==> src/rtl/mc_axi_traffic_gen.sv <==
// mc_axi_traffic_gen: AXI4 initiator that writes a seeded incrementing pattern,
// reads it back, and counts data/response mismatches.
module mc_axi_traffic_gen #(
  parameter int AXI_ID_WIDTH = 4,
  parameter int AXI_ADDR_WIDTH = 32,
  parameter int AXI_DATA_WIDTH = 32,
  parameter int BURST_LEN = 4,
  parameter int NUM_BURSTS = 2,
  parameter logic [AXI_ID_WIDTH-1:0] TXN_ID = '0
) (
  input  logic                        clk_i,
  input  logic                        rst_n_i,
  input  logic                        start_i,
  input  logic [AXI_ADDR_WIDTH-1:0]   base_addr_i,
  input  logic [31:0]                 seed_i,
  output logic                        busy_o,
  output logic                        done_o,
  output logic                        pass_o,
  output logic [15:0]                 err_cnt_o,
  output logic                        axi_awvalid_o,
  input  logic                        axi_awready_i,
  output logic [AXI_ID_WIDTH-1:0]     axi_awid_o,
  output logic [AXI_ADDR_WIDTH-1:0]   axi_awaddr_o,
  output logic [2:0]                  axi_awsize_o,
  output logic [7:0]                  axi_awlen_o,
  output logic [1:0]                  axi_awburst_o,
  output logic                        axi_wvalid_o,
  input  logic                        axi_wready_i,
  output logic [AXI_DATA_WIDTH-1:0]   axi_wdata_o,
  output logic [AXI_DATA_WIDTH/8-1:0] axi_wstrb_o,
  output logic                        axi_wlast_o,
  input  logic                        axi_bvalid_i,
  input  logic [AXI_ID_WIDTH-1:0]     axi_bid_i,
  input  logic [1:0]                  axi_bresp_i,
  output logic                        axi_bready_o,
  output logic                        axi_arvalid_o,
  input  logic                        axi_arready_i,
  output logic [AXI_ID_WIDTH-1:0]     axi_arid_o,
  output logic [AXI_ADDR_WIDTH-1:0]   axi_araddr_o,
  output logic [2:0]                  axi_arsize_o,
  output logic [7:0]                  axi_arlen_o,
  output logic [1:0]                  axi_arburst_o,
  input  logic                        axi_rvalid_i,
  input  logic [AXI_ID_WIDTH-1:0]     axi_rid_i,
  input  logic [AXI_DATA_WIDTH-1:0]   axi_rdata_i,
  input  logic [1:0]                  axi_rresp_i,
  input  logic                        axi_rlast_i,
  output logic                        axi_rready_o
);
  typedef enum logic [2:0] {IDLE, WR, WR_RESP, RD, RD_DATA, DONE} state_t;
  localparam logic [8:0] LAST_BEAT = 9'(BURST_LEN - 1);
  localparam logic [15:0] LAST_BURST = 16'(NUM_BURSTS - 1);
  localparam logic [AXI_ADDR_WIDTH-1:0] STRIDE = AXI_ADDR_WIDTH'(BURST_LEN * 4);
  state_t state, state_nx;
  logic [AXI_ADDR_WIDTH-1:0] addr, base;
  logic [AXI_DATA_WIDTH-1:0] data, seed;
  logic [8:0] beat;
  logic [15:0] burst, err_cnt;
  logic aw_done, w_done;
  logic aw_hs, w_hs, b_hs, ar_hs, r_hs;
  logic beat_last, burst_last, wr_end, b_err, r_err, start_ok;
  assign aw_hs = axi_awvalid_o && axi_awready_i;
  assign w_hs = axi_wvalid_o && axi_wready_i;
  assign b_hs = axi_bvalid_i && axi_bready_o;
  assign ar_hs = axi_arvalid_o && axi_arready_i;
  assign r_hs = axi_rvalid_i && axi_rready_o;
  assign beat_last = beat == LAST_BEAT;
  assign burst_last = burst == LAST_BURST;
  assign start_ok = start_i && (state == IDLE || state == DONE);
  // AW and the final W beat may complete in either order
  assign wr_end = (aw_done || aw_hs) && (w_done || (w_hs && beat_last));
  assign b_err = axi_bresp_i != 2'b00 || axi_bid_i != TXN_ID;
  assign r_err = axi_rdata_i != data || axi_rresp_i != 2'b00 || axi_rid_i != TXN_ID ||
                 axi_rlast_i != beat_last;
  always_ff @(posedge clk_i or negedge rst_n_i)
    if (!rst_n_i) state <= IDLE;
    else state <= state_nx;
  always_comb begin
    state_nx = state;
    case (state)
      IDLE, DONE: state_nx = start_i ? WR : state;
      WR:         state_nx = wr_end ? WR_RESP : WR;
      WR_RESP:    state_nx = b_hs ? (burst_last ? RD : WR) : WR_RESP;
      RD:         state_nx = ar_hs ? RD_DATA : RD;
      RD_DATA:    state_nx = (r_hs && beat_last) ? (burst_last ? DONE : RD) : RD_DATA;
      default:    state_nx = IDLE;
    endcase
  end
  always_ff @(posedge clk_i or negedge rst_n_i)
    if (!rst_n_i) begin
      addr <= '0;
      base <= '0;
      data <= '0;
      seed <= '0;
      beat <= '0;
      burst <= '0;
      err_cnt <= '0;
      aw_done <= 1'b0;
      w_done <= 1'b0;
    end else begin
      if (start_ok) begin
        addr <= base_addr_i;
        base <= base_addr_i;
        data <= seed_i;
        seed <= seed_i;
        beat <= '0;
        burst <= '0;
        err_cnt <= '0;
        aw_done <= 1'b0;
        w_done <= 1'b0;
      end
      if (aw_hs) aw_done <= 1'b1;
      if (w_hs && beat_last) w_done <= 1'b1;
      if (w_hs || r_hs) begin
        data <= data + 1'b1;
        beat <= beat_last ? '0 : beat + 1'b1;
      end
      if (state == WR && wr_end) begin
        aw_done <= 1'b0;
        w_done <= 1'b0;
      end
      if (b_hs || (r_hs && beat_last)) begin
        burst <= burst_last ? '0 : burst + 1'b1;
        addr <= burst_last ? base : addr + STRIDE;
      end
      // read phase regenerates the pattern from the stored seed
      if (b_hs && burst_last) data <= seed;
      if ((b_hs && b_err) || (r_hs && r_err))
        err_cnt <= (err_cnt == 16'hFFFF) ? err_cnt : err_cnt + 1'b1;
    end
  assign busy_o = state != IDLE && state != DONE;
  assign done_o = state == DONE;
  assign pass_o = done_o && err_cnt == 16'h0000;
  assign err_cnt_o = err_cnt;
  assign axi_awvalid_o = state == WR && !aw_done;
  assign axi_awid_o = TXN_ID;
  assign axi_awaddr_o = addr;
  assign axi_awsize_o = 3'b010;
  assign axi_awlen_o = 8'(BURST_LEN - 1);
  assign axi_awburst_o = 2'b01;
  assign axi_wvalid_o = state == WR && !w_done;
  assign axi_wdata_o = data;
  assign axi_wstrb_o = '1;
  assign axi_wlast_o = axi_wvalid_o && beat_last;
  assign axi_bready_o = state == WR_RESP;
  assign axi_arvalid_o = state == RD;
  assign axi_arid_o = TXN_ID;
  assign axi_araddr_o = addr;
  assign axi_arsize_o = 3'b010;
  assign axi_arlen_o = 8'(BURST_LEN - 1);
  assign axi_arburst_o = 2'b01;
  assign axi_rready_o = state == RD_DATA;
endmodule

==> config.mk <==
export PLATFORM = sky130hd
export DESIGN_NAME = mc_axi_traffic_gen
export DESIGN_NICKNAME = d
export VERILOG_FILES = /design/src/rtl/mc_axi_traffic_gen.sv
export SDC_FILE = /design/constraint.sdc
export NUM_CORES = 1
export LEC_CHECK = 0
export BUFFER_PORTS_ARGS = -buffer_cell sky130_fd_sc_hd__buf_2
export CAP_MARGIN = 20
export CORE_MARGIN = 3
export CORE_UTILIZATION = 54
export CTS_CLUSTER_SIZE = 16
export DETAILED_ROUTE_END_ITERATION = 10
export PLACE_DENSITY = 0.8
export SLEW_MARGIN = 20
export SYNTH_ARGS = -nofsm -noshare
export SYNTH_HDL_FRONTEND = slang
export SYNTH_SLANG_ARGS = --single-unit
==> constraint.sdc <==
create_clock -name clk_i -period 2.4 [get_ports clk_i]
set_input_delay 0.36 -clock clk_i [delete_from_list [all_inputs] [get_ports clk_i]]
set_output_delay 0.36 -clock clk_i [all_outputs]
set_load 0.005 [all_outputs]
==> impl_metrics.py, run 1 <==
metrics = {
    "outcome": {
        "outcome": "complete, no violations",
    },
    "sta": {
        "skew_ns": 0.00713,
        "fin_crit_sh": 0.964,
        "timing.final.max_slew_violations": 0,
        "setup_viol_count_final": 0,
        "period_needed_ns": 2.31,
        "timing.hold.ws_ns": 0.131,
        "worstMarginPinSlew_ns": 0.693,
        "fmaxAchievable_ghz": 0.432,
        "fin_ws_ns": 0.0859,
        "hold_viol_final": 0,
        "worst_slew_margin_rel": 0.538,
    },
    "pwr": {
        "fin_total_pwr_w": 0.0140,
        "p_leak_nw": 6.01,
        "cellPowerDensity_mw_per_mm2": 1130,
        "peakVddDrop_v": 0.000709,
    },
    "setup_path": {
        "timing.critical_path.depth": 8,
        "worst-r2r-cell-count": 8,
        "crit_chain": "nor4_1 > nand4_1 > buf_8 > o21ai_1 > buf_12 > nor2_1 > o21ai_0 > o21ai_0",
        "critical-path-top-cell-by-count": "o21ai_0",
        "worstPathRequired_ns": 2.71,
        "worst_setup_path_endpoint": "burst[9]$_DFFE_PN0P_",
        "crit_path_max_incr_delay_ns": 0.48,
        "worst_ep_arrival_time_ns": 2.62,
        "worstReg2RegEnd": "burst[9]$_DFFE_PN0P_",
        "worstSetupStartpointType": "register",
        "crit_family": "simple AND/OR/NAND/NOR gates",
        "critical_path.n_buffers_inverters": 2,
        "crit_slowest_cell": "nor4_1",
        "rrSetupSlack_ns": 0.09,
        "startpoint": "burst[4]$_DFFE_PN0P_",
        "critPathCaptureType": "register",
        "crit_path_max_fanout": 28,
        "r2r_start": "burst[4]$_DFFE_PN0P_",
        "critPathKind": "reg -> reg",
    },
    "die": {
        "std_cell_rows": 49,
        "die_area_mm2": 0.0205,
        "die_height_um": 143,
        "initial_core_util": 0.557,
        "core_region_area_mm2": 0.0183,
        "boundaryPins": 276,
        "floorplan.die.width_um": 143,
    },
    "synth": {
        "area_share_of_the_largest_cell_type_after_synthesis": 0.428,
        "async_sr_flop_fraction": 1.00,
        "synthesis.instances": 1198,
        "synth_largest_area_cell": "dfrtp_1",
        "synth.distinct_cells": 62,
        "post_synth_instance_area_mm2": 0.0102,
        "seq_total_area_yosys": 0.428,
        "synth-edff-count": 0,
        "synth_seq_cells": 174,
        "synth_area_leaders": "dfrtp_1, nand2_1, buf_4, xnor2_1, o21ai_0",
        "yosysWarningCount": 0,
        "postSynth.topFlopCell": "dfrtp_1",
        "synth.avg_cell_area_um2": 8.50,
    },
    "grt": {
        "grt.overflow.total": 0,
        "grt.total_usage": 0.288,
        "grt_pass1_vias": 9274,
        "grt_antenna_before_repair": 4,
        "first_pass_grt_wire_length_um": 47500,
        "grt_max_degree": 71,
    },
    "layout": {
        "final_nets": 1566,
        "register_area_mm2": 0.00436,
        "multi_input_comb_area_mm2": 0.00523,
        "fillerInstances": 1455,
        "layout-area-overhead-vs-synth_pct": 22.0,
        "drive_above_1_share": 0.263,
    },
    "routing": {
        "wl_um": 30400,
        "detailroute.via_count": 10100,
        "routedWlPerCell_um": 18.0,
        "antenna_violating_nets_post_route": 0,
        "drc": 0,
        "drt-pass1-iter-count": 5,
        "drt-initial-drc-count": 1044,
        "post_drt_via_cell_ratio": 5.99,
    },
    "clock_tree": {
        "cts.sinks": 174,
        "ctsRootBufferMaster": "clkbuf_16",
        "cts_max_path_buffers": 2,
        "clock_pin_transition_on_the_worst_setup_and_hold_timing_paths_ns": 0.06,
        "cts_htree_levels": 4,
        "clkLatencyLatePin_ns": 0.43,
        "cts_made_buffers": 17,
        "tritoncts_clock_tree": "yes",
    },
    "hold_path": {
        "hp-class": "in -> reg",
        "holdPathStages": 3,
    },
    "run": {
        "max-cap-violations": 0,
    },
    "place": {
        "preCtsSetupSlack_ns": -0.0518,
        "port_buffers": 237,
        "gp_congestion": 0.936,
        "hpwl_um": 21500,
    },
}
per-stage QoR:
stage / instances / TNS, ns / cell area [µm²] / utilization
floorplan: 1234 / 0 / 10300 / -
global placement: 1646 / 0 / 11700 / 0.641
detailed placement: 1646 / -0.0828 / 11700 / 0.641
CTS: 1678 / 0 / 12300 / 0.673
global route: 1685 / -0.151 / 12400 / 0.680
finish: 1687 / 0 / 12400 / 0.680
cell families after synthesis:
family / after synthesis / synth area share
other cells: 2 / 0.000737
flops: 174 / 0.428
mux: 11 / 0.0109
compound gates: 228 / 0.146
xor+xnor: 75 / 0.0652
fa+ha+maj: 7 / 0.00860
simple gates: 556 / 0.258
buf+inv: 145 / 0.0821
cell usage after synthesis (3+ instances only):
cell type	n
a21oi_1	32
a31oi_1	13
clkbuf_1	48
and4_1	14
xnor2_1	51
a21boi_0	13
a221oi_1	5
o22ai_1	9
a222oi_1	11
xor2_1	23
a22o_1	3
buf_4	70
a211oi_1	9
or4_1	4
nor4b_2	3
a221o_1	6
nand3b_1	4
and3_1	17
nand3_1	40
mux2i_1	10
buf_2	11
buf_1	3
ha_1	7
a211o_1	6
or3_1	5
o211ai_1	10
nor4_1	17
dfrtp_1	174
nor2_1	68
o21ai_0	79
nor3b_1	5
inv_1	11
o31ai_1	9
nor2b_1	3
and2_1	11
nor3_1	24
a21o_1	6
o311ai_0	6
nand4_1	40
nand2b_1	3
nand2_1	287
cell type report:
type                            instances  area share
Sequential cell                       174       0.351
Multi-Input combinational cell        915       0.421
Antenna cell                            4    0.000805
Clock buffer                           24      0.0420
Clock inverter                          7     0.00433
Inverter                               11     0.00332
Tap cell                              229      0.0231
Timing Repair Buffer                  323       0.155
flip-flops by register name, indices dropped and copies added, names as in the netlist:
| name | cells |
|---|---|
| w_done | 1 |
| state | 3 |
| aw_done | 1 |
| seed | 32 |
| beat | 9 |
| axi_wdata_o | 32 |
| axi_araddr_o | 32 |
| err_cnt_o | 16 |
| burst | 16 |
| base | 32 |
report_power, final:
part / internal [W] / switching, W
sequential: 0.00402 / 0.00121
combinational: 0.00270 / 0.00338
clock: 0.00151 / 0.00117
tightest hold or removal path, stage by stage:
cell,delay (ns)
buf_2,0.08
nand2_1,0.04
nand2_1,0.04
repair_timing:
item	4_1_cts	5_1_grt
buffers inserted	0	5
endpoints found under the setup margin	1	46
gates resized for setup	1	17
hold endpoints to repair	64	0
pin swaps	0	3
hold buffers	1	0
layer usage:
metal,vias to the layer above,global-route usage,wire length (µm)
li1,4628,-,-
met1,4849,0.395,12500
met5,-,0,26
met4,4,0.129,1090
met3,90,0.0526,2610
met2,541,0.451,14100
placed cells by master, fill, tap and decap left out, types with 38 or more instances in the layout:
cell     netlist  routed
conb_1         2      38
nand4_1       40      40
nand3_1       40      40
dfrtp_1      174     172
nor2_1        68      64
o21ai_0       79      79
xnor2_1       51      51
nand2_1      287     286
buf_2         11     236
buf_4         70      76
how the worst min path moves through the flow:
| stage | start | end | slack [ns] |
|---|---|---|---|
| after floorplan | rst_n_i | aw_done$_DFFE_PN0P_ | 0.06 |
| after global placement | rst_n_i | seed[19]$_DFFE_PN0P_ | 0.42 |
| after detailed placement | rst_n_i | seed[19]$_DFFE_PN0P_ | 0.42 |
| after CTS | base_addr_i[12] | base[12]$_DFFE_PN0P_ | 0.13 |
| after global routing | seed_i[31] | seed[31]$_DFFE_PN0P_ | 0.14 |
| final | seed_i[14] | seed[14]$_DFFE_PN0P_ | 0.13 |
Power figures use the tool's default switching activity.
==> run 2, diff against run 1 <==
- PLACE_DENSITY: 0.8 -> default
- PLACE_DENSITY_LB_ADDON: default -> 0.05
==> run 2 against run 1 <==
  * Fmax decreased by 2.4%
  * Via count shrank 3.9%
  * Total power rose by 3.1%
  * Clock power up 9.0%
  * Critical endpoint is now axi_wdata_o[29]$_DFFE_PN0P_
  * Highest routed layer is now met4
==> impl_metrics.py, run 2 (synthesis gave the netlist of run 1 again) <==
metrics = {
    "routing": {
        "routedWlPerCell_um": 17.7,
        "post_drt_via_cell_ratio": 5.73,
        "wl_um": 30100,
        "antenna_violating_nets_post_route": 0,
        "drt-pass1-iter-count": 7,
        "drt-initial-drc-count": 801,
        "drc": 0,
        "detailroute.via_count": 9719,
    },
    "place": {
        "port_buffers": 237,
        "gp_congestion": 0.899,
        "hpwl_um": 21400,
    },
    "sta": {
        "worst_slew_margin_rel": 0.566,
        "period_needed_ns": 2.37,
        "timing.final.max_slew_violations": 0,
        "tns_ns": 0,
        "fin_crit_sh": 0.987,
        "skew_ns": 0.0126,
        "fmaxAchievable_ghz": 0.422,
        "rsz0062_at_grt": "yes",
        "setup_viol_count_final": 0,
        "hold_viol_final": 0,
        "worstMarginPinSlew_ns": 0.651,
    },
    "pwr": {
        "cellPowerDensity_mw_per_mm2": 1150,
        "power.net_switching_w": 0.00578,
        "fin_total_pwr_w": 0.0144,
        "power.share.sequential": 0.352,
        "peakVddDrop_v": 0.000550,
        "power.switching_fraction": 0.401,
        "p_int_w": 0.00864,
        "p_clk_frac": 0.202,
        "p_leak_nw": 6.11,
        "comb_power_share": 0.445,
    },
    "die": {
        "core_region_area_mm2": 0.0183,
        "boundaryPins": 276,
        "die_height_um": 143,
        "initial_core_util": 0.557,
        "floorplan.die.width_um": 143,
        "die_area_mm2": 0.0205,
        "std_cell_rows": 49,
    },
    "clock_tree": {
        "clock_pin_transition_on_the_worst_setup_and_hold_timing_paths_ns": 0.07,
        "tritoncts_clock_tree": "yes",
        "cts_max_path_buffers": 2,
        "clkLatencyLatePin_ns": 0.43,
        "cts_made_buffers": 17,
        "cts_htree_levels": 4,
        "ctsRootBufferMaster": "clkbuf_16",
        "cts.sinks": 174,
    },
    "setup_path": {
        "worstReg2RegEnd": "axi_wdata_o[29]$_DFFE_PN0P_",
        "worstSetupStartpointType": "register",
        "worstPathRequired_ns": 2.67,
        "worst-r2r-cell-count": 11,
        "r2r_start": "burst[1]$_DFFE_PN0P_",
        "critPathCaptureType": "register",
        "rrSetupSlack_ns": 0.03,
        "crit_slowest_cell": "a222oi_1",
        "worst_ep_arrival_time_ns": 2.64,
        "critical-path-top-cell-by-count": "buf_4",
        "startpoint": "burst[1]$_DFFE_PN0P_",
        "crit_chain": "inv_1 > ha_1 > nor4b_4 > buf_4 > nand4_1 > buf_4 > nor2_2 > nor3_2 > buf_6 > a222oi_1 > o21ai_1",
        "crit_path_max_fanout": 21,
        "crit_path_max_incr_delay_ns": 0.42,
        "critPathKind": "reg -> reg",
    },
    "layout": {
        "layout-area-overhead-vs-synth_pct": 23.5,
        "final_nets": 1578,
        "layout.cells.most_common": "nand2_1",
        "register_area_mm2": 0.00436,
        "fillerInstances": 1529,
        "multi_input_comb_area_mm2": 0.00522,
        "highest_count_cells_in_the_layout_ignoring_fill_and_taps": "nand2_1, buf_2, dfrtp_1",
        "drive_above_1_share": 0.266,
    },
    "grt": {
        "first_pass_grt_wire_length_um": 47400,
        "grt_max_degree": 72,
        "grt_pass1_vias": 9032,
        "grt.total_usage": 0.288,
        "grt_antenna_before_repair": 1,
        "grt.overflow.total": 0,
    },
    "hold_path": {
        "min_delay_worst_endpoint": "seed[14]$_DFFE_PN0P_",
        "hp-class": "in -> reg",
        "holdPathStages": 3,
        "timing.hold.worst.start": "seed_i[14]",
    },
    "run": {
        "max-cap-violations": 0,
    },
    "outcome": {
        "outcome": "complete, no violations",
    },
}
[run 2: cell types whose count changed in the layout (fill, tap and decap cells not counted), moves of 4 or more]
cell,change
buf_4,+8
clkbuf_8,-4
o21ai_0,-8
o21ai_1,+8
[run 2: how the worst max path moves through the flow]
stage	endpoint	slack, ns	cells after the start
after global routing	err_cnt_o[8]$_DFFE_PN0P_	-0.06	8
after detailed placement	axi_wdata_o[14]$_DFFE_PN0P_	-0.08	11
final	axi_wdata_o[29]$_DFFE_PN0P_	0.03	11
after global placement	axi_wdata_o[14]$_DFFE_PN0P_	-0.07	11
after floorplan	err_cnt_o[11]$_DFFE_PN0P_	0.23	9
after CTS	axi_wdata_o[29]$_DFFE_PN0P_	-0.02	11
[run 2: per-layer routing]
metal	vias to the layer above	track usage	wire (µm)
met5	-	0	0
met2	381	0.447	14200
li1	4638	-	-
met3	22	0.0509	2110
met1	4678	0.425	13500
met4	0	0.0699	296
[run 2: worst max-delay path: cells and delay by family, from the launching register on]
family	cells	cell delay, ns
adder cells (fa/ha/maj)	1	0.14
flip-flops	1	0.38
AND/OR/NAND/NOR	4	0.51
AO/OA/AOI/OAI	2	0.58
buffers and inverters	4	0.60
[run 2: final cells by class]
type,count,share of cell area
multi-input cells,915,0.415
clock inverters,8,0.0103
diodes,2,0.000398
flip-flops and latches,174,0.346
well taps,229,0.0228
inverters,11,0.00328
repair buffers,335,0.164
clock buffers,23,0.0380
[run 2: timing repair]
| action | in CTS | in global routing |
|---|---|---|
| buffers inserted | 0 | 3 |
| pin swaps | 0 | 4 |
| setup endpoints to repair | 23 | 44 |
| endpoints found under the hold margin | 43 | 0 |
| gates resized for setup | 4 | 26 |
| hold buffers | 1 | 0 |
| gates cloned | 0 | 1 |
[run 2: metrics by stage]
step / cell area [µm²] / instances / util / hold slack (ns) / worst slack, ns
final: 12600 / 1697 / 0.688 / 0.135 / 0.0301
after global routing: 12600 / 1696 / 0.688 / 0.132 / -0.0602
after CTS: 12400 / 1691 / 0.681 / 0.122 / -0.0162
after detailed placement: 11800 / 1659 / 0.646 / 0.319 / -0.0808
after global placement: 11800 / 1659 / 0.646 / 0.327 / -0.0699
after floorplan: 10300 / 1234 / - / 0.0644 / 0.232
[run 2: power groups by stage]
| stage | combinational [W] | sequential [W] | clock, W |
|---|---|---|---|
| final | 0.00642 | 0.00508 | 0.00292 |
| after global routing | 0.00713 | 0.00523 | 0.00309 |
| after CTS | 0.00624 | 0.00506 | 0.00295 |
| after detailed placement | 0.00618 | 0.00509 | 0 |
| after global placement | 0.00606 | 0.00506 | 0 |
| after floorplan | 0.00385 | 0.00497 | 0 |
==> run 3, diff against run 2 <==
- PLACE_DENSITY: default -> 0.82
- PLACE_DENSITY_LB_ADDON: 0.05 -> default
- RECOVER_POWER: default -> 25
==> run 3 against run 2 <==
  * Final cell count decreased by 1.2%
  * Count of clock-buffer cells in the layout decreased by 3
  * The flow now finishes with violations (capacitance limit, slew limit)
  * Sequential power grew 2%
  * Combinational power shrank 4.2%
  * Critical path type unchanged
==> impl_metrics.py, run 3 (synthesis gave the netlist of run 1 again) <==
metrics = {
    "outcome": {
        "outcome": "complete, but fails checks",
        "failed_checks": "capacitance limit, slew limit",
    },
    "clock_tree": {
        "ctsRootBufferMaster": "clkbuf_16",
        "cts_made_buffers": 17,
        "clkLatencyLatePin_ns": 0.43,
        "cts_htree_levels": 4,
        "cts.sinks": 174,
        "tritoncts_clock_tree": "yes",
        "cts_max_path_buffers": 2,
        "clock_pin_transition_on_the_worst_setup_and_hold_timing_paths_ns": 0.07,
    },
    "sta": {
        "timing.final.max_slew_violations": 63,
        "hold_viol_final": 0,
        "tns_ns": 0,
        "period_needed_ns": 2.36,
        "worstMarginPinSlew_ns": 1.62,
        "setup_viol_count_final": 0,
        "fin_crit_sh": 0.985,
        "skew_ns": 0.0102,
        "worst_slew_margin_rel": -0.0813,
        "fmaxAchievable_ghz": 0.423,
        "timing.hold.ws_ns": 0.134,
    },
    "setup_path": {
        "crit_slowest_cell": "dfrtp_1",
        "crit_chain": "ha_1 > and3_1 > and4_1 > nand4_1 > or2_2 > a21oi_1 > buf_4 > a221o_1",
        "worstSetupStartpointType": "register",
        "critPathCaptureType": "register",
        "worstPathRequired_ns": 2.76,
        "crit_path_max_incr_delay_ns": 0.41,
        "worst-r2r-cell-count": 8,
        "worst_ep_arrival_time_ns": 2.73,
        "crit_family": "simple AND/OR/NAND/NOR gates",
        "rrSetupSlack_ns": 0.04,
        "timing.critical_path.depth": 8,
        "critPathKind": "reg -> reg",
        "crit_path_max_fanout": 11,
        "critical_path.n_buffers_inverters": 1,
    },
    "grt": {
        "grt_antenna_before_repair": 3,
        "grt.overflow.total": 0,
        "grt_pass1_vias": 9215,
        "global_route.usage.met2": 0.444,
        "busiest_layer": "met2",
        "use_met1": 0.389,
        "grt_use_met3": 0.0589,
        "grt.total_usage": 0.283,
        "first_pass_grt_wire_length_um": 47000,
        "grt_max_degree": 64,
    },
    "die": {
        "die_height_um": 143,
        "initial_core_util": 0.557,
        "core_region_area_mm2": 0.0183,
        "std_cell_rows": 49,
        "boundaryPins": 276,
        "floorplan.die.width_um": 143,
        "die_area_mm2": 0.0205,
    },
    "routing": {
        "drc": 0,
        "routedWlPerCell_um": 17.7,
        "wl_um": 29700,
        "post_drt_via_cell_ratio": 5.93,
        "drt-initial-drc-count": 985,
        "detailroute.via_count": 9940,
        "antenna_violating_nets_post_route": 0,
        "drt-pass1-iter-count": 7,
    },
    "layout": {
        "utilization": 0.675,
        "drive_above_1_share": 0.255,
        "final_nets": 1556,
        "layout-area-overhead-vs-synth_pct": 21.2,
        "layout.cells.most_common": "nand2_1",
        "highest_count_cells_in_the_layout_ignoring_fill_and_taps": "nand2_1, buf_2, dfrtp_1",
        "fillerInstances": 1429,
    },
    "hold_path": {
        "holdPathStages": 3,
        "hp-class": "in -> reg",
    },
    "pwr": {
        "p_leak_nw": 5.96,
        "peakVddDrop_v": 0.000639,
        "cellPowerDensity_mw_per_mm2": 1140,
    },
    "place": {
        "gp_congestion": 0.970,
        "hpwl_um": 21500,
        "port_buffers": 237,
    },
    "run": {
        "max-cap-violations": 1,
    },
}
-- run 3: cell types whose count changed in the layout (fill, tap and decap cells not counted), sizes merged --
cell	previous run	this run
inv	13	14
buf	333	308
clkinv	0	5
bufinv	3	1
-- run 3: metrics by stage --
step / cells / worst slack [ns] / total power [W] / area, µm²
after floorplan: 1234 / 0.232 / 0.00882 / 10300
after global placement: 1640 / 0.00698 / 0.0109 / 11700
after detailed placement: 1640 / -0.00875 / 0.0112 / 11700
after CTS: 1673 / 0.0474 / 0.0139 / 12300
after global routing: 1675 / -0.0530 / 0.0149 / 12300
final: 1676 / 0.0355 / 0.0140 / 12300
-- run 3: final timing paths --
| kind | from | endpoint |
|---|---|---|
| worst max-delay path | err_cnt_o[0]$_DFFE_PN0P_ | err_cnt_o[15]$_DFFE_PN0P_ |
| worst max register to register | err_cnt_o[0]$_DFFE_PN0P_ | err_cnt_o[15]$_DFFE_PN0P_ |
| worst min register to register | seed[11]$_DFFE_PN0P_ | seed[11]$_DFFE_PN0P_ |
| min in group asynchronous | rst_n_i | axi_wdata_o[12]$_DFFE_PN0P_ |
| worst min-delay path | base_addr_i[22] | base[22]$_DFFE_PN0P_ |
| max in group asynchronous | rst_n_i | err_cnt_o[1]$_DFFE_PN0P_ |
-- run 3: power breakdown --
group | internal [W] | switching [W]
Clock | 0.00149 | 0.00121
Sequential | 0.00401 | 0.00116
Combinational | 0.00274 | 0.00341
-- run 3: what timing repair did --
action	in CTS	in global routing
resized for setup	0	16
setup endpoints to repair	0	53
endpoints found under the hold margin	58	0
hold buffers	1	0
buffers inserted	0	1
-- run 3: layout make-up --
cell class	instances	area, µm²	area share
Multi-Input combinational cell	915	5250	0.425
Sequential cell	174	4360	0.353
Timing Repair Buffer	313	1840	0.149
Clock buffer	20	457	0.0370
Tap cell	229	287	0.0232
Clock inverter	12	111	0.00902
Inverter	11	41.3	0.00335
Antenna cell	2	5.00	0.000406
-- run 3: worst register-to-register path: stages (launching register included) --
cell     delay [ns]
dfrtp_1        0.41
ha_1           0.20
and3_1         0.24
and4_1         0.27
nand4_1        0.19
or2_2          0.38
a21oi_1        0.20
buf_4          0.22
a221o_1        0.19
-- run 3: per-layer routing --
metal | vias up | part of all wire
li1 | 4609 | -
met4 | 4 | 0.031
met5 | - | 0.00067
met3 | 80 | 0.086
met1 | 4714 | 0.41
met2 | 533 | 0.47
